--- config.mk ---
export PLATFORM = sky130hd
export DESIGN_NAME = div_sched
export DESIGN_NICKNAME = d
export VERILOG_FILES = /design/src/rtl/div_sched_pkg.sv /design/src/rtl/div_sched_rr_arbiter.sv /design/src/rtl/divider.sv /design/src/rtl/div_sched.sv
export SDC_FILE = /design/constraint.sdc
export NUM_CORES = 1
export LEC_CHECK = 0
export CAP_MARGIN = 25
export CORE_UTILIZATION = 49
export DETAILED_ROUTE_END_ITERATION = 8
export GPL_TIMING_DRIVEN = 1
export PLACE_DENSITY = 0.8
export SLEW_MARGIN = 10
export SYNTH_ARGS = -nofsm -noshare
export SYNTH_HDL_FRONTEND = slang
export SYNTH_SLANG_ARGS = --single-unit
--- constraint.sdc ---
create_clock -name clk -period 15.35 [get_ports clk]
set_input_delay 2.3025 -clock clk [delete_from_list [all_inputs] [get_ports clk]]
set_output_delay 2.3025 -clock clk [all_outputs]
set_load 0.02 [all_outputs]
--- src/rtl/div_sched_pkg.sv ---
// Shared definitions for div_sched and its clients: FSM encoding,
// divide-by-zero quotient fill and statistics counter width.
package div_sched_pkg;

  typedef enum logic [1:0] {
    ST_IDLE = 2'd0,
    ST_EXEC = 2'd1,
    ST_RESP = 2'd2
  } state_t;

  // Every quotient bit is set to this value when the divisor is zero.
  localparam logic DZ_QUOT_BIT = 1'b1;

  localparam int STAT_W = 32;

endpackage

--- src/rtl/div_sched_rr_arbiter.sv ---
// Round-robin arbiter: one-hot grant to the first requester at or above ptr,
// wrapping at NREQ. Grant is forced low when enable is low.
module rr_arbiter #(
  parameter int NREQ = 2,
  parameter int IDW  = 3
) (
  input  logic [NREQ-1:0] req,
  input  logic [IDW-1:0]  ptr,
  input  logic            enable,
  output logic [NREQ-1:0] grant,
  output logic [IDW-1:0]  idx
);

  logic found;

  always_comb begin
    grant = '0;
    idx   = '0;
    found = 1'b0;
    for (int k = 0; k < NREQ; k++) begin
      for (int j = 0; j < NREQ; j++) begin
        if (enable && !found && req[j] && (j == (int'(ptr) + k) % NREQ)) begin
          grant[j] = 1'b1;
          idx      = IDW'(j);
          found    = 1'b1;
        end
      end
    end
  end

endmodule

--- src/rtl/divider.sv ---
// Shared combinational divider: signed (truncating toward zero, remainder
// follows the dividend) or unsigned. A zero divisor yields zeros.
module divider #(
  parameter int WIDTH = 8
) (
  input  logic [WIDTH-1:0] a,
  input  logic [WIDTH-1:0] b,
  input  logic             sign,
  output logic [WIDTH-1:0] quot,
  output logic [WIDTH-1:0] rem
);

  logic             neg_a;
  logic             neg_b;
  logic [WIDTH-1:0] mag_a;
  logic [WIDTH-1:0] mag_b;
  logic [WIDTH-1:0] uq;
  logic [WIDTH-1:0] ur;

  // Magnitude division; the most negative value wraps back to itself.
  always_comb begin
    neg_a = sign & a[WIDTH-1];
    neg_b = sign & b[WIDTH-1];
    mag_a = neg_a ? -a : a;
    mag_b = neg_b ? -b : b;
    uq    = '0;
    ur    = '0;
    if (mag_b != '0) begin
      uq = mag_a / mag_b;
      ur = mag_a % mag_b;
    end
    quot = (neg_a ^ neg_b) ? -uq : uq;
    rem  = neg_a ? -ur : ur;
  end

endmodule

--- src/rtl/div_sched.sv ---
// Round-robin scheduler sharing one divider between NREQ requesters.
// Optional response counters enabled by DIV_SCHED_STATS_EN.
module div_sched
  import div_sched_pkg::*;
#(
  parameter int WIDTH = 8,
  parameter int NREQ  = 2,
  parameter int IDW   = 3
) (
  input  logic                  clk,
  input  logic                  rst_n,
  input  logic [NREQ-1:0]       req_valid,
  output logic [NREQ-1:0]       req_ready,
  input  logic [NREQ*WIDTH-1:0] req_a,
  input  logic [NREQ*WIDTH-1:0] req_b,
  input  logic [NREQ-1:0]       req_sign,
  output logic                  rsp_valid,
  input  logic                  rsp_ready,
  output logic [IDW-1:0]        rsp_id,
  output logic [WIDTH-1:0]      rsp_quot,
  output logic [WIDTH-1:0]      rsp_rem,
  output logic                  rsp_dz,
  output state_t                dbg_state,
  output logic [STAT_W-1:0]     stat_ops,
  output logic [STAT_W-1:0]     stat_dz
);

  // Handshakes: a transfer happens on a rising edge where valid and ready are
  // both high; valid never waits on ready, and rsp_* hold while rsp_valid is
  // high and rsp_ready is low.

  state_t           state, state_nxt;
  logic [IDW-1:0]   ptr;
  logic [NREQ-1:0]  grant;
  logic [IDW-1:0]   grant_idx;
  logic             arb_en;
  logic             accept;
  logic             rsp_fire;
  logic [WIDTH-1:0] sel_a, sel_b;
  logic             sel_sign;
  logic [WIDTH-1:0] lat_a, lat_b;
  logic             lat_sign;
  logic [IDW-1:0]   lat_id;
  logic [WIDTH-1:0] div_q, div_r;

  assign arb_en    = rst_n && (state == ST_IDLE);
  assign accept    = |grant;
  assign req_ready = grant;
  assign rsp_valid = (state == ST_RESP);
  assign rsp_fire  = rsp_valid & rsp_ready;
  assign dbg_state = state;

  rr_arbiter #(.NREQ(NREQ), .IDW(IDW)) u_arb (
    .req   (req_valid),
    .ptr   (ptr),
    .enable(arb_en),
    .grant (grant),
    .idx   (grant_idx)
  );

  divider #(.WIDTH(WIDTH)) u_div (
    .a   (lat_a),
    .b   (lat_b),
    .sign(lat_sign),
    .quot(div_q),
    .rem (div_r)
  );

  always_comb begin
    sel_a    = '0;
    sel_b    = '0;
    sel_sign = 1'b0;
    for (int i = 0; i < NREQ; i++) begin
      if (grant[i]) begin
        sel_a    = req_a[i*WIDTH +: WIDTH];
        sel_b    = req_b[i*WIDTH +: WIDTH];
        sel_sign = req_sign[i];
      end
    end
  end

  always_comb begin
    state_nxt = state;
    case (state)
      ST_IDLE: if (accept)    state_nxt = ST_EXEC;
      ST_EXEC:                state_nxt = ST_RESP;
      ST_RESP: if (rsp_ready) state_nxt = ST_IDLE;
      default:                state_nxt = ST_IDLE;
    endcase
  end

  always_ff @(posedge clk or negedge rst_n) begin
    if (!rst_n) state <= ST_IDLE;
    else        state <= state_nxt;
  end

  always_ff @(posedge clk or negedge rst_n) begin
    if (!rst_n) begin
      ptr      <= '0;
      lat_a    <= '0;
      lat_b    <= '0;
      lat_sign <= 1'b0;
      lat_id   <= '0;
      rsp_id   <= '0;
      rsp_quot <= '0;
      rsp_rem  <= '0;
      rsp_dz   <= 1'b0;
    end else begin
      if (state == ST_IDLE && accept) begin
        lat_a    <= sel_a;
        lat_b    <= sel_b;
        lat_sign <= sel_sign;
        lat_id   <= grant_idx;
        ptr      <= (int'(grant_idx) == NREQ - 1) ? '0 : grant_idx + IDW'(1);
      end
      // Zero divisor bypasses the divider entirely.
      if (state == ST_EXEC) begin
        rsp_id <= lat_id;
        if (lat_b == '0) begin
          rsp_quot <= {WIDTH{DZ_QUOT_BIT}};
          rsp_rem  <= lat_a;
          rsp_dz   <= 1'b1;
        end else begin
          rsp_quot <= div_q;
          rsp_rem  <= div_r;
          rsp_dz   <= 1'b0;
        end
      end
    end
  end

`ifdef DIV_SCHED_STATS_EN
  always_ff @(posedge clk or negedge rst_n) begin
    if (!rst_n) begin
      stat_ops <= '0;
      stat_dz  <= '0;
    end else if (rsp_fire) begin
      stat_ops <= stat_ops + 1'b1;
      if (rsp_dz) stat_dz <= stat_dz + 1'b1;
    end
  end
`else
  assign stat_ops = '0;
  assign stat_dz  = '0;
`endif

endmodule

==> reports/qor.csv, run 1 <==
metric,value,unit
slew_headroom,0.4185,
initial_core_util,0.5103,
die_width,103.4,um
antenna_found_initial,0,
endpoint_kind,flip-flop,
dieArea,0.01068,mm2
ys.flop_type,dfrtp_1,
finalCritPeriodShare,0.9374,
synth_top_family_by_area,simple AND/OR/NAND/NOR gates,
worst_slack,0.9614,ns
yosys-top-cells-count,"nand2_1, buf_4, nor2_1",
synthMuxAreaShare,0.02312,
synth.avg_cell_area,7.446,um2
via_per_inst,5.731,
yosys.area_share.adder,0.1109,
critPathRequiredTime,15.59,ns
synth-simple-area-share,0.2508,
io_pins,128,
numCtsBuffers,5,
grt_pass1_wl,22590,um
yosysWarningCount,0,
synth_edf_count,0,
syn_to_final_growth,12.48,%
setup_violations,0,
firstDrtPassIters,5,
drive_above_1_share,0.05931,
worst-path-buf-inv,3,
drtIter0Drc,421,
synth_area_leaders,"dfrtp_1, ha_1, buf_4",
numClockSinks,39,
worst_setup_path_start_kind,flip-flop,
num_rows,36,
r2r_slack,0.96,ns
synth-seq-cells,39,
clk_latency,0.31,ns
outcome,finished clean,
hold_violations,0,
path_max_fanout,12,
placement.setup.worst_slack,0.7031,ns
cts_tree,done,
tightest_slew,0.8722,ns
postSynth.asyncResetShare,1.000,
grt_pass1_vias,4537,
max-cap-violations,0,
grtUsageMet3,0.05040,
synth_compound_area_frac,0.2242,
synth_most_common_cell,nand2_1,
arrival,14.63,ns
setup_tns,0,ns
h-tree-depth,2,
slowest_delay,0.55,ns
synthCells,676,
wl_per_cell,16.66,um
dr_total_vias,4917,
skew,0.008727,ns
drc_errors,0,
grt_setup_unrepaired,false,
netlist_area,0.005034,mm2
postLayoutCoreUtil,0.5739,
hold_path.class,flip-flop to flip-flop,
cpMostUsedCell,ha_1,
grt_use_total,0.2753,
grt-busiest-layer,met2,
hpwlAfterDp,11550,um
path_delay_family,compound AO/OA/AOI/OAI gates,
synthXorXnorAreaFrac,0.05394,
slowest_stage,or4_1,
fin_crit,14.39,ns
ys_types,75,
drtAntennaViolNets,0,
clockBufferDepth,2,
finalMaxSlewViolations,0,
root_buffer,clkbuf_8,
synth_top_area_frac,0.1939,
die_y,103.4,um
design_area,0.005662,mm2
use_met2,0.4564,
grt_max_degree,41,
timing_worst_setup_path_type,flip-flop to flip-flop,
fmaxAchievable,0.06950,GHz
placed_cell_area,0.005514,mm2
yosysTopAreaCell,dfrtp_1,
met1_usage,0.3720,
portBuffers,61,
synth-seq-area-share,0.1939,
n_antenna_cell,0,
final_net_count,807,
core,0.009864,mm2
drt_wl_total,14290,um
clk_pin_slew,0.09,ns
gp_congestion,1.028,
overflow,0,
## routing by layer
layer	up-vias	part of all wire
li1	2376	-
met1	2305	0.44
met2	215	0.48
met3	21	0.066
met4	0	0.017
met5	-	0
## worst paths after layout
check,cells past startpoint,startpoint,endpoint
max,58,lat_b[0],rsp_rem[6]
min,2,rsp_rem[1],rsp_rem[1]
max reg2reg,58,lat_b[0],rsp_rem[6]
min reg2reg,2,rsp_rem[1],rsp_rem[1]
max in group asynchronous,1,rst_n,rsp_quot[6]
min in group asynchronous,1,rst_n,lat_b[3]
## logic make-up (layout without fill, tap and decap cells)
group / after synthesis / in the layout
AOI/OAI and AO/OA: 171 / 171
xor gates and xnor gates: 31 / 31
adders and majority gates: 44 / 44
buffers and inverters: 121 / 105
DFF: 39 / 39
muxes: 11 / 11
other: 1 / 66
and+or+nand+nor: 258 / 258
## sequential cells by signal, summed over array words and instances, names as in the netlist
name and flops:
rsp_id 1, rsp_rem 8, rsp_quot 8, dbg_state 2, lat_sign 1, ptr 1, lat_id 1, rsp_dz 1
lat_a 8, lat_b 8
## worst min-delay path, stage by stage, from the launching register on
cell and delay [ns]:
dfrtp_1 0.35, nand2_1 0.04, o21ai_0 0.06
## metrics by stage
stage	hold slack [ns]	cells
final	0.4860	858
after global routing	0.5219	858
after CTS	0.4909	858
after detailed placement	0.4717	850
after global placement	0.4600	849
after floorplan	0.4386	741
## final cells by class
| cell class | instances | area (um2) |
|---|---|---|
| clock buffers | 5 | 68.82 |
| inverters | 29 | 108.9 |
| repair buffers | 68 | 678.2 |
| flip-flops and latches | 39 | 975.9 |
| multi-input cells | 581 | 3617 |
| clock inverters | 3 | 46.29 |
| well taps | 133 | 166.4 |
| fillers | 973 | 4203 |
## cells in the final DEF (no fill, tap or decap), types with 3 or more instances in the layout
cell type,synthesis,layout
nand2_1,85,85
conb_1,1,66
nor2_1,64,63
clkdlybuf4s50_1,0,60
ha_1,43,43
a21oi_1,41,40
dfrtp_1,39,39
o21ai_0,38,38
inv_1,27,27
a31oi_1,27,27
nor3_1,19,18
nand3_1,17,17
xor2_1,16,16
xnor2_1,15,15
o21a_1,11,11
or3_1,9,9
mux2i_1,9,8
and3_1,8,8
nor2b_1,7,7
nand2b_1,7,7
o211ai_1,6,6
buf_4,66,6
or2_2,5,5
nand4_1,5,5
clkbuf_8,0,5
o31ai_1,4,4
a21o_1,5,4
o21ai_1,4,4
or4_1,4,4
and4_1,3,3
and2_1,4,3
nor4_1,3,3
nand4b_1,3,3
nor3b_1,3,3
a211oi_1,3,3
a41oi_1,3,3
## what timing repair did
action	in CTS	in global routing
hold buffers	0	0
gates resized for setup	0	9
setup buffers	0	0
endpoints found under the setup margin	0	8
Power of run 1 is left out: the tool's default activity adds up to more than one toggle a clock period on the data nets, which glitch-free logic cannot reach.
==> inputs of run 2 (changes only) <==
SETUP_SLACK_MARGIN = 0.02   (was not set)
clock period = 18.5 ns   (was 15.35 ns; I/O delays follow)
==> reports/qor.csv, run 2 (synthesis results as in run 1) <==
metric,value,unit,change
syn_to_final_growth,11.24,%,was 12.48%
numClockSinks,39,,unchanged
fin_crit,15.33,ns,was 14.39 ns
timing_worst_setup_path_type,flip-flop to flip-flop,,unchanged
post_cts_buffers,0,,unchanged
final_cell_mix,"nand2_1, conb_1, nor2_1",,unchanged
wl_per_cell,16.29,um,was 16.66 um
clockBufferDepth,2,,unchanged
r2r_slack,3.17,ns,was 0.96 ns
placed_cell_area,0.005479,mm2,was 0.005514 mm2
slowest_stage,mux2i_1,,was or4_1
dp_cells,847,,was 850
n_fill_cell,913,,was 973
fmaxAchievable,0.06523,GHz,was 0.06950 GHz
cts_hold_buffers,0,,unchanged
worstRegToRegCells,55,,was 58
gp_congestion,0.9962,,was 1.028
root_buffer,clkbuf_8,,unchanged
instances_no_fill,856,,was 858
grt_use_total,0.2672,,was 0.2753
n_antenna_cell,0,,unchanged
final_net_count,805,,was 807
h-tree-depth,2,,unchanged
worstHoldStart,rsp_id[0],,was rsp_rem[1]
design_area,0.005599,mm2,was 0.005662 mm2
drive_above_1_share,0.04426,,was 0.05931
grt_setup_unrepaired,false,,unchanged
critPathRequiredTime,18.74,ns,was 15.59 ns
skew,0.01126,ns,was 0.008727 ns
finalMaxSlewViolations,0,,unchanged
num_rows,36,,unchanged
grt_max_degree,41,,unchanged
slew_headroom,0.3617,,was 0.4185
drt_wl_total,13950,um,"was 14,290 um"
r2r-start,lat_b[0],,unchanged
hold_violations,0,,unchanged
portBuffers,61,,unchanged
cts_resized,0,,unchanged
clk_pin_slew,0.08,ns,was 0.09 ns
grt_pass1_vias,4415,,"was 4,537"
path_max_fanout,12,,unchanged
cpMostUsedCell,ha_1,,unchanged
slowest_delay,0.56,ns,was 0.55 ns
setup_tns,0,ns,unchanged
endpoint_kind,flip-flop,,unchanged
overflow,0,,unchanged
via_per_inst,5.751,,was 5.731
drc_errors,0,,unchanged
setup_violations,0,,unchanged
die_width,103.4,um,unchanged
core,0.009864,mm2,unchanged
drtAntennaViolNets,0,,unchanged
hold_path.class,flip-flop to flip-flop,,unchanged
arrival,15.57,ns,was 14.63 ns
cts_tree,done,,unchanged
tightest_slew,0.9333,ns,was 0.8722 ns
dr_total_vias,4923,,"was 4,917"
layout_commonest_cell,nand2_1,,unchanged
max-cap-violations,0,,unchanged
r2r-end,rsp_rem[7],,was rsp_rem[6]
antenna_found_initial,0,,unchanged
grt_pass1_wl,22040,um,"was 22,590 um"
clk_latency,0.30,ns,was 0.31 ns
dieArea,0.01068,mm2,unchanged
drtIter0Drc,339,,was 421
outcome,finished clean,,unchanged
firstDrtPassIters,5,,unchanged
worst_setup_path_start_kind,flip-flop,,unchanged
hpwlAfterDp,11310,um,"was 11,550 um"
finalCritPeriodShare,0.8287,,was 0.9374
die_y,103.4,um,unchanged
io_pins,128,,unchanged
numCtsBuffers,5,,unchanged
hold_path_depth,2,,unchanged
initial_core_util,0.5103,,unchanged
holdPathEnd,rsp_id[0],,was rsp_rem[1]
==> run 2: cell types whose count changed in the layout (fill, tap and decap cells not counted), sizes merged <==
cell and delta:
buf -2, clkinv +2, clkinvlp -1, inv -1
==> run 2: stage by stage <==
stage	utilization	setup slack, ns	hold slack (ns)
floorplan	-	5.389	0.4386
global placement	0.5539	3.767	0.4613
detailed placement	0.5554	3.504	0.4712
CTS	0.5668	3.422	0.4911
global route	0.5676	2.091	0.5223
finish	0.5676	3.170	0.4896
==> run 2: worst max-delay path by stage <==
stage                  start         end  cells after the start  slack (ns)
finish              lat_b[0]  rsp_rem[7]                     55        3.17
global route        lat_b[0]  rsp_rem[7]                     59        2.09
CTS                 lat_b[0]  rsp_rem[7]                     57        3.42
detailed placement  lat_b[0]  rsp_rem[7]                     57        3.50
global placement    lat_b[0]  rsp_rem[7]                     56        3.77
floorplan           lat_b[0]  rsp_rem[7]                     62        5.39
==> run 2: layer usage <==
| metal | share of wire | wire length [um] | up-vias | global-route usage |
|---|---|---|---|---|
| met1 | 0.46 | 6363 | 2300 | 0.3728 |
| met4 | 0.026 | 362 | 0 | 0.09751 |
| li1 | - | - | 2374 | - |
| met5 | 0 | 0 | - | 0 |
| met2 | 0.45 | 6345 | 228 | 0.4198 |
| met3 | 0.063 | 876 | 21 | 0.03696 |
==> run 2: critical path, delay by kind of cell (launching register included) <==
| family | cells | cell delay, ns |
|---|---|---|
| muxes | 3 | 1.26 |
| DFF | 1 | 0.45 |
| buffers and inverters | 3 | 0.58 |
| and+or+nand+nor | 20 | 5.00 |
| AOI/OAI and AO/OA | 21 | 5.37 |
| adders and majority gates | 8 | 2.60 |
==> run 2: layout make-up <==
cell class / instances / area, um2 / area share
multi-input combinational: 581 / 3585 / 0.6402
sequential: 39 / 975.9 / 0.1743
clock inverter: 3 / 43.79 / 0.007821
timing repair buffer: 66 / 650.6 / 0.1162
tap: 133 / 166.4 / 0.02972
clock buffer: 5 / 68.82 / 0.01229
inverter: 29 / 108.9 / 0.01944
Power of run 2 is left out for the same reason.
==> inputs of run 3 (changes only) <==
clock period = 15 ns   (was 18.5 ns; I/O delays follow)
==> reports/qor.csv, run 3 (synthesis results as in run 1) <==
metric,value,unit,change
outcome,finished clean,,unchanged
slowest_delay,0.60,ns,was 0.56 ns
multi_input_area,0.003628,mm2,was 0.003585 mm2
grt_pass1_wl,22820,um,"was 22,040 um"
numCtsBuffers,5,,unchanged
initial_core_util,0.5103,,unchanged
cpMostUsedCell,ha_1,,unchanged
drtIter0Drc,382,,was 339
num_rows,36,,unchanged
max-cap-violations,0,,unchanged
fin_crit,14.04,ns,was 15.33 ns
finalCritPeriodShare,0.9358,,was 0.8287
core,0.009864,mm2,unchanged
cts_tree,done,,unchanged
grt_pass1_vias,4566,,"was 4,415"
endpoint_kind,flip-flop,,unchanged
io_pins,128,,unchanged
portBuffers,61,,unchanged
slowest_stage,o311ai_0,,was mux2i_1
layout_commonest_cell,nand2_1,,unchanged
hold_violations,0,,unchanged
drc_errors,0,,unchanged
h-tree-depth,2,,unchanged
n_antenna_cell,0,,unchanged
slew_headroom,0.4265,,was 0.3617
drive_above_1_share,0.06044,,was 0.04426
overflow,0,,unchanged
critPathRequiredTime,15.24,ns,was 18.74 ns
final_net_count,810,,was 805
grt_use_total,0.2791,,was 0.2672
die_width,103.4,um,unchanged
dieArea,0.01068,mm2,unchanged
firstDrtPassIters,5,,unchanged
wl_per_cell,16.72,um,was 16.29 um
dr_total_vias,4972,,"was 4,923"
setup_violations,0,,unchanged
drtAntennaViolNets,0,,unchanged
seq_area,975.9,um2,unchanged
final_cell_mix,"nand2_1, conb_1, nor2_1",,unchanged
clk_pin_slew,0.08,ns,about the same
finalMaxSlewViolations,0,,unchanged
hold_path.class,flip-flop to flip-flop,,unchanged
skew,0.01657,ns,was 0.01126 ns
setup_tns,0,ns,unchanged
clockBufferDepth,2,,unchanged
drt_wl_total,14390,um,"was 13,950 um"
hpwlAfterDp,11700,um,"was 11,310 um"
root_buffer,clkbuf_8,,unchanged
postLayoutCoreUtil,0.5767,,was 0.5676
timing_worst_setup_path_type,flip-flop to flip-flop,,unchanged
clk_latency,0.31,ns,was 0.30 ns
tightest_slew,0.8584,ns,was 0.9333 ns
grt_max_degree,41,,unchanged
syn_to_final_growth,13.03,%,was 11.24%
numClockSinks,39,,unchanged
post_cts_buffers,0,,unchanged
n_fill_cell,917,,was 913
worst_setup_path_start_kind,flip-flop,,unchanged
path_max_fanout,12,,unchanged
fmaxAchievable,0.07124,GHz,was 0.06523 GHz
grt_setup_unrepaired,false,,unchanged
die_y,103.4,um,unchanged
gp_congestion,0.9681,,was 0.9962
arrival,14.28,ns,was 15.57 ns
via_per_inst,5.775,,was 5.751
antenna_found_initial,0,,unchanged
==> run 3: layout make-up <==
class / instances / share of cell area
clock inverter: 2 / 0.006818
clock buffer: 6 / 0.01452
inverter: 29 / 0.01913
timing repair buffer: 71 / 0.1210
multi-input combinational: 581 / 0.6378
tap: 133 / 0.02925
sequential: 39 / 0.1715
==> run 3: metrics by stage <==
step,cells,hold slack (ns),worst slack (ns),instance area (um2)
global placement,852,0.4598,0.7930,5509
finish,861,0.4902,0.9630,5689
detailed placement,853,0.4783,0.4600,5524
floorplan,741,0.4386,1.889,5278
CTS,861,0.4961,0.3658,5645
global route,861,0.5228,0.06020,5689
==> run 3: repair_timing <==
action | 4_1_cts | 5_1_grt
gates resized for setup | 0 | 9
hold buffers | 0 | 0
endpoints found under the setup margin | 0 | 15
==> run 3: worst max-delay path: cells and delay by family (launching register included) <==
| family | cells | cell delay, ns |
|---|---|---|
| compound gates | 21 | 4.71 |
| simple gates | 21 | 5.32 |
| buf+inv | 3 | 0.45 |
| fa+ha+maj | 7 | 2.19 |
| mux | 2 | 0.60 |
| flops | 1 | 0.50 |
| xor+xnor | 1 | 0.17 |
==> run 3: routing by layer <==
metal	wire length (um)	GRT usage	vias to the layer above	share of wire
li1	-	-	2378	-
met5	0	0	-	0
met4	597	0.1343	0	0.041
met2	6537	0.4437	254	0.45
met3	1018	0.04772	40	0.071
met1	6239	0.3669	2300	0.43
==> run 3: final timing paths <==
check | end | slack (ns) | startpoint | cells after the start
setup / recovery | rsp_rem[7] | 0.96 | lat_b[2] | 55
hold / removal | rsp_rem[4] | 0.49 | rsp_rem[4] | 2
setup reg to reg | rsp_rem[7] | 0.96 | lat_b[2] | 55
hold reg to reg | rsp_rem[4] | 0.49 | rsp_rem[4] | 2
max in group asynchronous | rsp_quot[3] | 12.65 | rst_n | 2
min in group asynchronous | lat_a[6] | 1.99 | rst_n | 2
Power of run 3 is left out for the same reason.
